File: config.mk
export PLATFORM = sky130hd
export DESIGN_NAME = adc_frame_packer
export DESIGN_NICKNAME = d
export VERILOG_FILES = /design/src/rtl/adc_frame_packer.sv
export SDC_FILE = /design/constraint.sdc
export NUM_CORES = 1
export LEC_CHECK = 0
export ABC_AREA = 1
export CAP_MARGIN = 20
export CORE_UTILIZATION = 35
export DETAILED_ROUTE_END_ITERATION = 10
export PLACE_DENSITY_LB_ADDON = 0.08
export SLEW_MARGIN = 40
export SYNTH_ARGS = -nofsm -noshare
export SYNTH_HDL_FRONTEND = slang
export SYNTH_SLANG_ARGS = --single-unit
File: constraint.sdc
create_clock -name ad_clk -period 1.85 [get_ports ad_clk]
set_input_delay 0.37 -clock ad_clk [delete_from_list [all_inputs] [get_ports ad_clk]]
set_output_delay 0.37 -clock ad_clk [all_outputs]
set_load 0.02 [all_outputs]
File: src/rtl/adc_frame_packer.sv
// Decimates the 12-bit AD9226 stream and packs samples into byte frames for the ADC FIFO.
// Define ADC_FRAME_CSUM_EN to append an XOR checksum byte after the last sample.
module adc_frame_packer #(
  parameter int         DECIM             = 4,
  parameter int         SAMPLES_PER_FRAME = 8,
  parameter logic [7:0] SYNC_BYTE         = 8'hA5
) (
  input  logic        ad_clk,
  input  logic        RST_n,
  input  logic [11:0] ad,
  input  logic        enable,
  input  logic        fifo_full,
  output logic        fifo_wr_en,
  output logic [7:0]  fifo_wr_data,
  output logic [15:0] frame_cnt,
  output logic [7:0]  drop_cnt,
  output logic        busy
);

  localparam logic [2:0] IDLE   = 3'd0;
  localparam logic [2:0] SYNC   = 3'd1;
  localparam logic [2:0] HI     = 3'd2;
  localparam logic [2:0] LO     = 3'd3;
  localparam logic [2:0] WAIT_S = 3'd4;
`ifdef ADC_FRAME_CSUM_EN
  localparam logic [2:0] CSUM   = 3'd5;
`endif

  localparam logic [7:0] D_LAST = 8'(DECIM - 1);
  localparam logic [7:0] S_LAST = 8'(SAMPLES_PER_FRAME - 1);

  logic [2:0]  state_r, state_s;
  logic [11:0] ad_q_r;
  logic [11:0] sample_r, sample_s;
  logic [7:0]  dcnt_r;
  logic [7:0]  scnt_r, scnt_s;
  logic        strobe_s;
  logic        wr_en_s;
  logic [7:0]  wr_data_s;
  logic        frame_inc_s;
  logic        drop_inc_s;
`ifdef ADC_FRAME_CSUM_EN
  logic [7:0]  csum_r, csum_s;

  function automatic logic [7:0] csum_add(input logic [7:0] acc, input logic [7:0] b);
    return acc ^ b;
  endfunction
`endif

  assign strobe_s = enable && (dcnt_r == D_LAST);

  // Next-state, write request and counter-event decode
  always_comb begin
    state_s     = state_r;
    sample_s    = sample_r;
    scnt_s      = scnt_r;
    wr_en_s     = 1'b0;
    wr_data_s   = 8'h00;
    frame_inc_s = 1'b0;
    drop_inc_s  = 1'b0;
`ifdef ADC_FRAME_CSUM_EN
    csum_s      = csum_r;
`endif
    case (state_r)
      IDLE: begin
        if (strobe_s && fifo_full) begin
          drop_inc_s = 1'b1;
        end else if (strobe_s) begin
          state_s  = SYNC;
          sample_s = ad_q_r;
          scnt_s   = 8'd0;
`ifdef ADC_FRAME_CSUM_EN
          csum_s   = 8'h00;
`endif
        end else begin
          state_s = IDLE;
        end
      end
      SYNC: begin
        if (fifo_full) begin
          drop_inc_s = 1'b1;
          state_s    = IDLE;
        end else begin
          wr_en_s   = 1'b1;
          wr_data_s = SYNC_BYTE;
          state_s   = HI;
        end
      end
      HI: begin
        if (fifo_full) begin
          drop_inc_s = 1'b1;
          state_s    = IDLE;
        end else begin
          wr_en_s   = 1'b1;
          wr_data_s = {4'h0, sample_r[11:8]};
`ifdef ADC_FRAME_CSUM_EN
          csum_s    = csum_add(csum_r, wr_data_s);
`endif
          state_s   = LO;
        end
      end
      LO: begin
        if (fifo_full) begin
          drop_inc_s = 1'b1;
          state_s    = IDLE;
        end else begin
          wr_en_s   = 1'b1;
          wr_data_s = sample_r[7:0];
          scnt_s    = scnt_r + 8'd1;
`ifdef ADC_FRAME_CSUM_EN
          csum_s    = csum_add(csum_r, wr_data_s);
`endif
          if (scnt_r == S_LAST) begin
`ifdef ADC_FRAME_CSUM_EN
            state_s = CSUM;
`else
            state_s     = IDLE;
            frame_inc_s = 1'b1;
`endif
          end else begin
            state_s = WAIT_S;
          end
        end
      end
      WAIT_S: begin
        // An enable drop between samples abandons the frame without a drop count
        if (strobe_s) begin
          state_s  = HI;
          sample_s = ad_q_r;
        end else if (!enable) begin
          state_s = IDLE;
        end else begin
          state_s = WAIT_S;
        end
      end
`ifdef ADC_FRAME_CSUM_EN
      CSUM: begin
        if (fifo_full) begin
          drop_inc_s = 1'b1;
          state_s    = IDLE;
        end else begin
          wr_en_s     = 1'b1;
          wr_data_s   = csum_r;
          frame_inc_s = 1'b1;
          state_s     = IDLE;
        end
      end
`endif
      default: begin
        state_s = IDLE;
      end
    endcase
  end

  // State, datapath, counters and registered FIFO write port
  always_ff @(posedge ad_clk) begin
    if (!RST_n) begin
      state_r      <= IDLE;
      ad_q_r       <= 12'h000;
      sample_r     <= 12'h000;
      dcnt_r       <= 8'd0;
      scnt_r       <= 8'd0;
      fifo_wr_en   <= 1'b0;
      fifo_wr_data <= 8'h00;
      frame_cnt    <= 16'h0000;
      drop_cnt     <= 8'h00;
      busy         <= 1'b0;
`ifdef ADC_FRAME_CSUM_EN
      csum_r       <= 8'h00;
`endif
    end else begin
      ad_q_r       <= ad;
      state_r      <= state_s;
      sample_r     <= sample_s;
      scnt_r       <= scnt_s;
      fifo_wr_en   <= wr_en_s;
      fifo_wr_data <= wr_data_s;
      busy         <= (state_s != IDLE);
`ifdef ADC_FRAME_CSUM_EN
      csum_r       <= csum_s;
`endif
      if (!enable || (dcnt_r == D_LAST)) begin
        dcnt_r <= 8'd0;
      end else begin
        dcnt_r <= dcnt_r + 8'd1;
      end
      if (frame_inc_s) begin
        frame_cnt <= frame_cnt + 16'd1;
      end else begin
        frame_cnt <= frame_cnt;
      end
      if (drop_inc_s && (drop_cnt != 8'hFF)) begin
        drop_cnt <= drop_cnt + 8'd1;
      end else begin
        drop_cnt <= drop_cnt;
      end
    end
  end

endmodule

==> results of run 1 <==
==> cells by family (layout without fill, tap and decap cells) <==
group                      after synthesis  after routing  synth area share (%)
and+or+nand+nor                        235            235                  30.7
adders and majority gates                4              4                  1.43
AOI/OAI and AO/OA                       76             76                  11.5
buffers and inverters                   80            150                  9.23
DFF                                     77             77                  44.1
xor gates and xnor gates                12             12                  3.01
==> through the flow <==
| stage | cell area [um2] | hold WS [ps] | std cells | power (W) | setup WS [ps] |
|---|---|---|---|---|---|
| detailed placement | 4250 | 439 | 671 | 0.00183 | 10.8 |
| finish | 4500 | 449 | 687 | 0.00322 | 66.3 |
| CTS | 4480 | 452 | 687 | 0.00328 | 24.7 |
| floorplan | 3500 | 418 | 484 | 0.00177 | 318 |
| global placement | 4250 | 431 | 671 | 0.00183 | 56.5 |
| global route | 4500 | 476 | 687 | 0.00337 | 0.291 |
==> power groups by stage <==
| stage | Combinational (W) | Sequential (W) | Clock [W] |
|---|---|---|---|
| final | 0.000115 | 0.00168 | 0.00143 |
| after global routing | 0.000129 | 0.00168 | 0.00156 |
| after CTS | 0.000117 | 0.00168 | 0.00148 |
| after detailed placement | 0.000117 | 0.00172 | 0 |
| after global placement | 0.000115 | 0.00172 | 0 |
| after floorplan | 0.0000506 | 0.00172 | 0 |
==> cell type report <==
| type | instances | area, um2 |
|---|---|---|
| well taps | 133 | 166 |
| fillers | 1039 | 5230 |
| clock buffers | 9 | 124 |
| multi-input cells | 327 | 1640 |
| clock inverters | 7 | 104 |
| repair buffers | 65 | 664 |
| flip-flops and latches | 77 | 1540 |
| inverters | 69 | 262 |
==> registers in the layout (all words and copies together), names as in the netlist <==
register and flops:
sample_r 12, drop_cnt 8, ad_q_r 12, scnt_r 8, fifo_wr_data 8, dcnt_r 8, busy 1, fifo_wr_en 1
frame_cnt 16, state_r 3
==> metal layers <==
layer	vias to the layer above	routed length (um)	track usage, %
met3	6	195	3.56
met2	31	3610	26.6
met5	-	0	0
li1	1670	-	-
met1	1429	3780	21.5
met4	0	77	5.16
==> what timing repair did <==
item,4_1_cts,5_1_grt
hold endpoints to repair,0,0
buffers inserted,0,0
setup endpoints to repair,1,8
hold buffers,0,0
gates resized for setup,1,8
==> path summary, 6_finish.rpt <==
path                            slack (ps)       endpoint           from
worst min-delay path                   450    sample_r[1]    sample_r[1]
worst max-delay path                    70  frame_cnt[14]  frame_cnt[14]
worst min register to register         450    sample_r[1]    sample_r[1]
worst max register to register         170   frame_cnt[2]      scnt_r[0]
==> cells in the final DEF, fill, tap and decap left out, types with 8 or more instances in the layout <==
cell type	instances
sky130_fd_sc_hd__a21oi_1	43
sky130_fd_sc_hd__buf_4	13
sky130_fd_sc_hd__clkbuf_8	9
sky130_fd_sc_hd__clkdlybuf4s50_1	41
sky130_fd_sc_hd__dfxtp_1	77
sky130_fd_sc_hd__inv_1	66
sky130_fd_sc_hd__nand2_1	115
sky130_fd_sc_hd__nand3_1	38
sky130_fd_sc_hd__nor2_1	48
sky130_fd_sc_hd__o21ai_0	23
sky130_fd_sc_hd__xnor2_1	8
==> results.md, run 1 <==
* Drt first pass iters at 4
* Cell chain of the critical path: clkdlybuf4s50_1
* Vias in the first global route at 2,899
* Total die area at 10,400 um2
* Cell internal power dissipation at 0.00251 W
* Dominant cell type by area after synthesis: sky130_fd_sc_hd__dfxtp_1
* Critical path's largest stage delay at 650 ps
* Final weighted congestion in routability-driven placement at 0.809
* Chip Height at 102 um
* Total Nets Final at 569
* Worst clock skew at 13.5 ps
* Total global routing track utilization at 16.3%
* Pins Over Slew Limit at 0
* Data required time at the worst endpoint at 1480 ps
* Most frequent cells after synthesis: sky130_fd_sc_hd__nand2_1 (115), sky130_fd_sc_hd__dfxtp_1 (77), sky130_fd_sc_hd__inv_1 (66)
* Largest driver fanout on the critical path at 5
* Initial antenna violation count at 0
* Relative max-transition margin at 75.0%
* Final worst path period share at 96.4%
* Cell depth of the worst hold path at 2
* RSZ-0062 raised after global routing: no
* Fmax at 561 MHz
* Net switching component of the power at 0.000716 W
* Share of layout cells above drive strength 1 at 9.57%
* Part of the total power dissipated in the clock network at 44.4%
* Sw Share at 22.2%
* Critical-path cell with the highest stage delay: sky130_fd_sc_hd__clkdlybuf4s50_1
* Endpoint class of the critical path: output pin
* Number of remaining DRC errors at 0
* Number of top-level pins at 50
* Count of state elements after synthesis at 77
* Port bufs at 49
* Routed vias/inst at 4.56
* Cell family with most CP delay: buffers and inverters
* CTS tree: yes
* Cell count along the critical path at 1
* Most frequent cell after synthesis: sky130_fd_sc_hd__nand2_1
* Count of flip-flops with a built-in enable after synthesis at 0
* Diodes inserted at 0
* YS warnings at 0
* First-pass GRT wire length at 13,300 um
* Static leakage at 1.93 nW
* Sequential-to-total area share from yosys stat at 44.1%
* Number of H-tree levels at 3
* Placeable core region at 9730 um2
* Kind of start point of the critical path: flip-flop
* Utilization of the core after routing at 46.3%
* Row count at 36
* Post-Syn Area per Cell at 7.23 um2
* Post-detail-place hpwl at 5710 um
* # setup viols final at 0
* Worst-case vdd ir drop at 0.000317 V
* Worst min-delay path category: reg2reg
* Area delta synth->final at 28.8%
* DRT antenna net count at 0
* Number of buffers on the longest clock path at 2
* Setup CP Type: reg2out
* Cells after Synth at 484
* Largest net degree at the start of global routing at 25
* Effective utilization at floorplan at 35.9%
* Netlist cell types at 39
* Root Buffer: sky130_fd_sc_hd__clkbuf_8
* Number of buffers inserted during clock tree synthesis at 9
* Total negative slack for setup checks at 0 ps
* Max Cap Viol at 0
* Clock Pin Slew Worst Setup and Hold Paths at 80 ps
* Netlist Area Pre-Place at 3500 um2
* Combined buffer and inverter count along the critical path at 1
* Worst reg-to-reg path cell count at 9
* Area share of the leading cell type in the synthesized netlist at 44.1%
* Worst Path Arrival at 1410 ps
* Starting DRT DRC Count at 103
* Endpoints failing hold at 0
* Fraction of power consumed by combinational cells at 3.6%
* Total number of clock tree sinks at 77
* Average routed wire per standard cell at 11.1 um
* X dimension of the die at 102 um
* Pwr Density at 716 nW/um2
* Outcome: completed
* Worst-Skew Late Latency at 350 ps
* Detailed Route WL at 7660 um
* Vias after detailed routing at 3,136
* Transition time of the tightest slew-check pin at 373 ps
* Period minus WS final at 1780 ps
* Top_reg_cell synth: sky130_fd_sc_hd__dfxtp_1
* Post-synthesis async set-or-reset flop share at 0%
* Top cells by area, synth: sky130_fd_sc_hd__dfxtp_1 (44%), sky130_fd_sc_hd__nand2_1 (12%), sky130_fd_sc_hd__inv_1 (7.1%), sky130_fd_sc_hd__a21oi_1 (6.2%), sky130_fd_sc_hd__nand3_1 (5.4%)
* Synthesized net count at 504
* Congestion Overflow GR at 0
* Share of power burned in registers at 52.1%
(Power assumes the default switching activity.)
==> run 2: changes to the inputs <==
--- a/config.mk
+++ b/config.mk
@@ -7,9 +7,11 @@
 export LEC_CHECK = 0
 export ABC_AREA = 1
 export CAP_MARGIN = 20
+export CORE_ASPECT_RATIO = 1.75
 export CORE_UTILIZATION = 35
 export DETAILED_ROUTE_END_ITERATION = 10
-export PLACE_DENSITY_LB_ADDON = 0.08
+export PLACE_DENSITY = 0.56
+export SKIP_LAST_GASP = 1
 export SLEW_MARGIN = 40
 export SYNTH_ARGS = -nofsm -noshare
 export SYNTH_HDL_FRONTEND = slang
==> run 2 against run 1 <==
Net effect:
- register-to-register slack hardly changed
- routed wire length up 3.7%
- non-clock buffer count up 1
- first-iteration DRC count grew 93%
- flip-flop and latch count did not move
- clock power increased by 23%
- sequential share of layout area shrank 0.54 points
- maximum frequency decreased by 0.13%
- count of clock-buffer cells in the layout did not move
- setup slack lost 2.3 ps
- utilization increased by 1.5 points
- largest power group is now clock
==> results.md, run 2 (same netlist as run 1, synthesis figures left out) <==
* Outcome: completed
* Sw Share at 21.7% (-0.48 points)
* Final weighted congestion in routability-driven placement at 0.811 (+0.23%)
* Number of buffers on the longest clock path at 2 (unchanged)
* Transition time of the tightest slew-check pin at 457 ps (+84.2 ps)
* Pwr Density at 777 nW/um2 (+8.6%)
* Fraction of power consumed by combinational cells at 3.3% (-0.3 points)
* Non-filler cells in the finished layout at 677 (-1.5%)
* Part of the total power dissipated in the clock network at 49.4% (+5.0 points)
* Drt first pass iters at 4 (unchanged)
* Endpoints failing hold at 0 (unchanged)
* Placeable core region at 9590 um2 (-1.5%)
* Relative max-transition margin at 69.3% (-5.7 points)
* Cell chain of the critical path: clkdlybuf4s50_1
* CTS tree: yes
* Fmax at 560 MHz (-0.13%)
* Share of layout cells above drive strength 1 at 9.73% (+0.16 points)
* Worst clock skew at 6.32 ps (-7.18 ps)
* Number of buffers inserted during clock tree synthesis at 9 (unchanged)
* Final WS setup at 64.0 ps (-2.32 ps)
* Number of top-level pins at 50 (unchanged)
* Setup slack at placement at 19.2 ps (+8.47 ps)
* Largest net degree at the start of global routing at 31 (+24%)
* Largest driver fanout on the critical path at 5 (unchanged)
* Starting DRT DRC Count at 199 (+93%)
* Routed vias/inst at 4.75 (+4.1%)
* Initial antenna violation count at 0 (unchanged)
* Row count at 47 (+31%)
* Detailed Route WL at 7950 um (+3.7%)
* Area delta synth->final at 30.8%
* Top library cells by usage in the layout, fill and taps aside: sky130_fd_sc_hd__nand2_1 (115), sky130_fd_sc_hd__dfxtp_1 (77), sky130_fd_sc_hd__inv_1 (66)
* Setup CP Type: reg2out
* Sum of internal, switching and leakage power at 0.00355 W (+10%)
* Total number of clock tree sinks at 77 (unchanged)
* Data required time at the worst endpoint at 1480 ps (about the same)
* Average routed wire per standard cell at 11.7 um (+5.3%)
* # setup viols final at 0 (unchanged)
* Post-detail-place hpwl at 5870 um (+2.9%)
* Congestion Overflow GR at 0 (unchanged)
* Period minus WS final at 1790 ps (+2.32 ps)
* Critical path's largest stage delay at 650 ps (about the same)
* Total global routing track utilization at 16.7% (+0.36 points)
* Port bufs at 49 (unchanged)
* Total die area at 10,400 um2 (+0.15%)
* Most common library cell in the layout ignoring fill and taps: sky130_fd_sc_hd__nand2_1
* Worst-case vdd ir drop at 0.000485 V (+53%)
* Worst Path Arrival at 1420 ps (about the same)
* Pins Over Slew Limit at 0 (unchanged)
* Static leakage at 1.84 nW (-4.8%)
* Clock Pin Slew Worst Setup and Hold Paths at 60 ps (-20 ps)
* Worst-Skew Late Latency at 330 ps (-20 ps)
* Flip-flop count of the largest register, all copies and words added at 16 (unchanged)
* First-pass GRT wire length at 13,600 um (+2.4%)
* Placed cell count at 661 (-1.5%)
* Worst min-delay path category: reg2reg
* Critical-path cell with the highest stage delay: sky130_fd_sc_hd__clkdlybuf4s50_1
* Cell internal power dissipation at 0.00278 W (+11%)
* Total Nets Final at 570 (+0.18%)
* Cell family with most CP delay: buffers and inverters
* Number of H-tree levels at 3 (unchanged)
* RSZ-0062 raised after global routing: yes
* DRT antenna net count at 0 (unchanged)
* Kind of start point of the critical path: flip-flop
* Final worst path period share at 96.5% (+0.13 points)
* Register ranked first by flip-flop count: frame_cnt
* Net switching component of the power at 0.000773 W (+7.9%)
* Registers with the highest flip-flop counts: frame_cnt: 16 flops, ad_q_r: 12 flops, sample_r: 12 flops
* Effective utilization at floorplan at 36.5% (+0.54 points)
* Register-to-Register Setup Slack at 170 ps (about the same)
* Chip Height at 134 um (+32%)
* Vias after detailed routing at 3,217 (+2.6%)
* Share of power burned in registers at 47.2% (-4.9 points)
* X dimension of the die at 77.6 um (-24%)
* Number of remaining DRC errors at 0 (unchanged)
* Vias in the first global route at 3,040 (+4.9%)
* Endpoint class of the critical path: output pin
* Root Buffer: sky130_fd_sc_hd__clkbuf_16
* Max Cap Viol at 0 (unchanged)
* Combined buffer and inverter count along the critical path at 1 (unchanged)
* Diodes inserted at 0 (unchanged)
-- run 2: power groups by stage --
stage / clock network (W) / logic [W] / registers, W
finish: 0.00176 / 0.000118 / 0.00168
global route: 0.00188 / 0.000133 / 0.00168
CTS: 0.00181 / 0.000120 / 0.00168
detailed placement: 0 / 0.000120 / 0.00172
global placement: 0 / 0.000118 / 0.00172
floorplan: 0 / 0.0000506 / 0.00172
-- run 2: layout make-up --
type                            count  area (um2)
Sequential cell                    77        1540
Inverter                           69         262
Tap cell                          122         153
Clock buffer                        9         225
Timing Repair Buffer               66         681
Clock inverter                      7        72.6
Fill cell                         991        5010
Multi-Input combinational cell    327        1640
-- run 2: path summary, 6_finish.rpt --
check / from / endpoint / depth (start not counted)
worst min register to register: sample_r[11] / sample_r[11] / 2
worst max-delay path: frame_cnt[3] / frame_cnt[3] / 1
worst min-delay path: sample_r[11] / sample_r[11] / 2
worst max register to register: scnt_r[1] / frame_cnt[2] / 9
-- run 2: metrics by stage --
step / hold slack, ps / cell area, um2 / setup TNS (ps) / util, %
3_5_place_dp: 437 / 4270 / 0 / 44.5
2_1_floorplan: 418 / 3500 / 0 / -
4_1_cts: 446 / 4570 / 0 / 47.6
6_report: 446 / 4580 / 0 / 47.7
5_1_grt: 470 / 4580 / -5.40 / 47.7
3_3_place_gp: 432 / 4270 / 0 / 44.5
-- run 2: routing by layer --
metal	global-route usage [%]	vias to the layer above	wire length [um]
li1	-	1677	-
met1	17.6	1481	3370
met2	30.7	49	4220
met3	3.67	10	215
met4	7.86	0	144
met5	0	-	0
-- run 2: timing repair --
item                       CTS  global route
resized for setup            0             1
setup endpoints to repair    0             3
buffers inserted             0             0
hold buffers                 0             0
==> run 3: changes to the inputs <==
--- a/config.mk
+++ b/config.mk
@@ -5,12 +5,11 @@
 export SDC_FILE = /design/constraint.sdc
 export NUM_CORES = 1
 export LEC_CHECK = 0
-export ABC_AREA = 1
 export CAP_MARGIN = 20
 export CORE_ASPECT_RATIO = 1.75
 export CORE_UTILIZATION = 35
 export DETAILED_ROUTE_END_ITERATION = 10
-export PLACE_DENSITY = 0.56
+export PLACE_DENSITY = 0.57
 export SKIP_LAST_GASP = 1
 export SLEW_MARGIN = 40
 export SYNTH_ARGS = -nofsm -noshare
==> run 3 against run 2 <==
Net effect:
- sequential share of layout area up 1.2 points
- area after synthesis fell by 9.3%
- final cell count shrank 19%
- largest cell class unchanged
- largest power group unchanged
==> results.md, run 3 <==
* Dominant cell type by area after synthesis: sky130_fd_sc_hd__dfxtp_1
* Number of H-tree levels at 3 (unchanged)
* Initial antenna violation count at 0 (unchanged)
* Count of flip-flops with a built-in enable after synthesis at 0 (unchanged)
* Count of state elements after synthesis at 77 (unchanged)
* Row count at 45 (-4.3%)
* Worst-case vdd ir drop at 0.000663 V (+37%)
* Critical-path cell with the highest stage delay: sky130_fd_sc_hd__clkdlybuf4s50_1
* Detailed Route WL at 7130 um (-10%)
* Worst Path Arrival at 1460 ps (+40 ps)
* Starting DRT DRC Count at 94 (-53%)
* DRT antenna net count at 0 (unchanged)
* Vias after detailed routing at 2,758 (-14%)
* Effective utilization at floorplan at 36.4% (-0.13 points)
* Placed cell count at 528 (-20%)
* Total global routing track utilization at 16.5% (-0.20 points)
* Transition time of the tightest slew-check pin at 475 ps (+18.8 ps)
* CTS tree: yes
* Area delta synth->final at 39.3%
* Sw Share at 20.7% (-1.0 points)
* Chip Height at 128 um (-4.7%)
* Registers with the highest flip-flop counts: frame_cnt: 16 flops, ad_q_r: 12 flops, sample_r: 12 flops
* Period minus WS final at 1830 ps (+47.7 ps)
* Net switching component of the power at 0.000726 W (-6.1%)
* Sequential-to-total area share from yosys stat at 48.6% (+4.5 points)
* Placeable core region at 8730 um2 (-9.0%)
* Vias in the first global route at 2,650 (-13%)
* Part of the total power dissipated in the clock network at 48.7% (-0.7 points)
* Largest driver fanout on the critical path at 7 (+2)
* Cell internal power dissipation at 0.00278 W (about the same)
* Number of remaining DRC errors at 0 (unchanged)
* Final worst path period share at 99.1% (+2.6 points)
* Routed vias/inst at 5.01 (+5.5%)
* Data required time at the worst endpoint at 1480 ps (about the same)
* Endpoints failing hold at 0 (unchanged)
* Netlist Area Pre-Place at 3170 um2 (-9.3%)
* Drt first pass iters at 4 (unchanged)
* Setup CP Type: reg2out
* Setup slack at placement at -348 ps (-367 ps)
* Final weighted congestion in routability-driven placement at 0.854 (+5.3%)
* Number of buffers inserted during clock tree synthesis at 9 (unchanged)
* Final WS setup at 16.3 ps (-47.7 ps)
* Total number of clock tree sinks at 77 (unchanged)
* Cell family with most CP delay: buffers and inverters
* Pins Over Slew Limit at 0 (unchanged)
* Average routed wire per standard cell at 13.0 um (+11%)
* Share of power burned in registers at 47.9% (+0.7 points)
* Critical path's largest stage delay at 660 ps (about the same)
* Pwr Density at 793 nW/um2 (+2.1%)
* Root Buffer: sky130_fd_sc_hd__clkbuf_16
* Number of top-level pins at 50 (unchanged)
* Kind of start point of the critical path: flip-flop
* Footprint of the flip-flops and latches at 1540 um2 (+0.16%)
* Top library cells by usage in the layout, fill and taps aside: sky130_fd_sc_hd__dfxtp_1 (75), sky130_fd_sc_hd__clkdlybuf4s50_1 (49), sky130_fd_sc_hd__buf_4 (39)
* Static leakage at 1.61 nW (-13%)
* Post-Syn Area per Cell at 9.33 um2 (+29%)
* First-pass GRT wire length at 11,900 um (-13%)
* Post-synthesis async set-or-reset flop share at 0% (unchanged)
* Clock Pin Slew Worst Setup and Hold Paths at 60 ps (about the same)
* Non-filler cells in the finished layout at 550 (-19%)
* Most common library cell in the layout ignoring fill and taps: sky130_fd_sc_hd__dfxtp_1
* YS warnings at 0 (unchanged)
* Flip-flop count of the largest register, all copies and words added at 16 (unchanged)
* Fmax at 545 MHz (-2.6%)
* Total die area at 9470 um2 (-9.1%)
* Netlist cell types at 44 (+13%)
* Fraction of power consumed by combinational cells at 3.4% (about the same)
* Cells after Synth at 340 (-30%)
* Worst clock skew at 6.45 ps (+0.131 ps)
* RSZ-0062 raised after global routing: yes
* Area share of the leading cell type in the synthesized netlist at 48.6% (+4.5 points)
* Port bufs at 49 (unchanged)
* Post-detail-place hpwl at 5160 um (-12%)
* Cell chain of the critical path: clkdlybuf4s50_1
* Top cells by area, synth: sky130_fd_sc_hd__dfxtp_1 (49%), sky130_fd_sc_hd__mux2i_1 (5.0%), sky130_fd_sc_hd__a21oi_1 (4.4%), sky130_fd_sc_hd__nor2_1 (4.4%), sky130_fd_sc_hd__nand3_1 (3.2%)
* Combined buffer and inverter count along the critical path at 1 (unchanged)
* Top_reg_cell synth: sky130_fd_sc_hd__dfxtp_1
* # setup viols final at 0 (unchanged)
* X dimension of the die at 74.0 um (-4.6%)
* Area of the multi-input gates at 1590 um2 (-3.2%)
* Congestion Overflow GR at 0 (unchanged)
* Relative max-transition margin at 68.2% (-1.2 points)
* Share of layout cells above drive strength 1 at 17.3% (+7.6 points)
* Diodes inserted at 0 (unchanged)
* Outcome: completed
* Worst min-delay path category: reg2reg
* Total Nets Final at 448 (-21%)
* Largest net degree at the start of global routing at 23 (-26%)
* Fill cells at 820 (-17%)
* Most frequent cells after synthesis: sky130_fd_sc_hd__dfxtp_1 (77), sky130_fd_sc_hd__nor2_1 (37), sky130_fd_sc_hd__a21oi_1 (28)
* Register ranked first by flip-flop count: frame_cnt
* Worst-Skew Late Latency at 330 ps (about the same)
* Max Cap Viol at 0 (unchanged)
* Most frequent cell after synthesis: sky130_fd_sc_hd__dfxtp_1
* Number of buffers on the longest clock path at 2 (unchanged)
* Endpoint class of the critical path: output pin
* Synthesized net count at 360 (-29%)
* Total negative slack for setup checks at 0 ps (unchanged)
==> run 3: cell types whose count changed after synthesis, sizes merged, moves of 7 or more <==
cell   previous run  this run
and3              0         7
nand2           120        20
nor2             52        37
a21oi            43        28
o31ai             0         8
or4               0        10
o21ai            24        12
xor2              4        11
mux2i             0        16
or3               0         7
nand3            40        20
and2              1        14
inv              69         9
nor3              7         0
==> run 3: logic make-up after synthesis <==
family          Yosys count  synth area share (%)
xor+xnor                 16                  4.42
flops                    77                  48.6
mux                      17                  5.40
simple gates            148                  27.1
buf+inv                  23                  3.11
fa+ha+maj                 4                  1.58
compound gates           55                  9.86
==> run 3: per-stage QoR <==
step / total power (W) / hold slack, ps / util, % / instance area (um2)
6_report: 0.00351 / 463 / 50.7 / 4420
5_1_grt: 0.00363 / 487 / 50.7 / 4420
4_1_cts: 0.00355 / 470 / 50.0 / 4370
3_5_place_dp: 0.00184 / 455 / 46.4 / 4050
3_3_place_gp: 0.00183 / 449 / 46.4 / 4050
2_1_floorplan: 0.00176 / 424 / - / 3200
==> run 3: cell type report <==
class / count / share of cell area, %
Timing Repair Buffer: 90 / 18.4
Sequential cell: 77 / 34.9
Multi-Input combinational cell: 241 / 35.9
Inverter: 9 / 0.764
Clock inverter: 6 / 1.44
Clock buffer: 10 / 5.18
Tap cell: 117 / 3.31
==> run 3: path summary, 6_finish.rpt <==
| path | cells past startpoint | from | slack (ps) | end |
|---|---|---|---|---|
| setup / recovery | 1 | drop_cnt[2] | 20 | drop_cnt[2] |
| hold / removal | 2 | sample_r[5] | 460 | fifo_wr_data[5] |
| setup reg to reg | 8 | scnt_r[1] | 90 | frame_cnt[8] |
| hold reg to reg | 2 | sample_r[5] | 460 | fifo_wr_data[5] |
==> run 3: timing repair <==
action / CTS / global route
pin swaps: 1 / 1
hold buffers: 0 / 0
endpoints found under the setup margin: 5 / 13
gates resized for setup: 0 / 6
buffers inserted: 3 / 2
gates cloned: 0 / 1
==> run 3: power by group through the flow <==
stage	registers (W)	logic [W]	clock network [W]
after global placement	0.00172	0.000117	0
final	0.00168	0.000119	0.00171
after CTS	0.00168	0.000119	0.00175
after floorplan	0.00172	0.0000454	0
after detailed placement	0.00172	0.000119	0
after global routing	0.00168	0.000130	0.00182
==> run 3: worst min-delay path: cells and delay by family (launching register included) <==
kind	cells	cell delay, ps
buf+inv	1	50
compound gates	1	50
flops	1	310
==> run 3: layer usage <==
metal	routed length [um]	up-vias	part of all wire [%]	GRT usage [%]
li1	-	1398	-	-
met1	2850	1286	40	17.0
met2	3870	60	54	29.5
met3	246	14	3.4	4.17
met4	172	0	2.4	8.71
met5	0	-	0	0
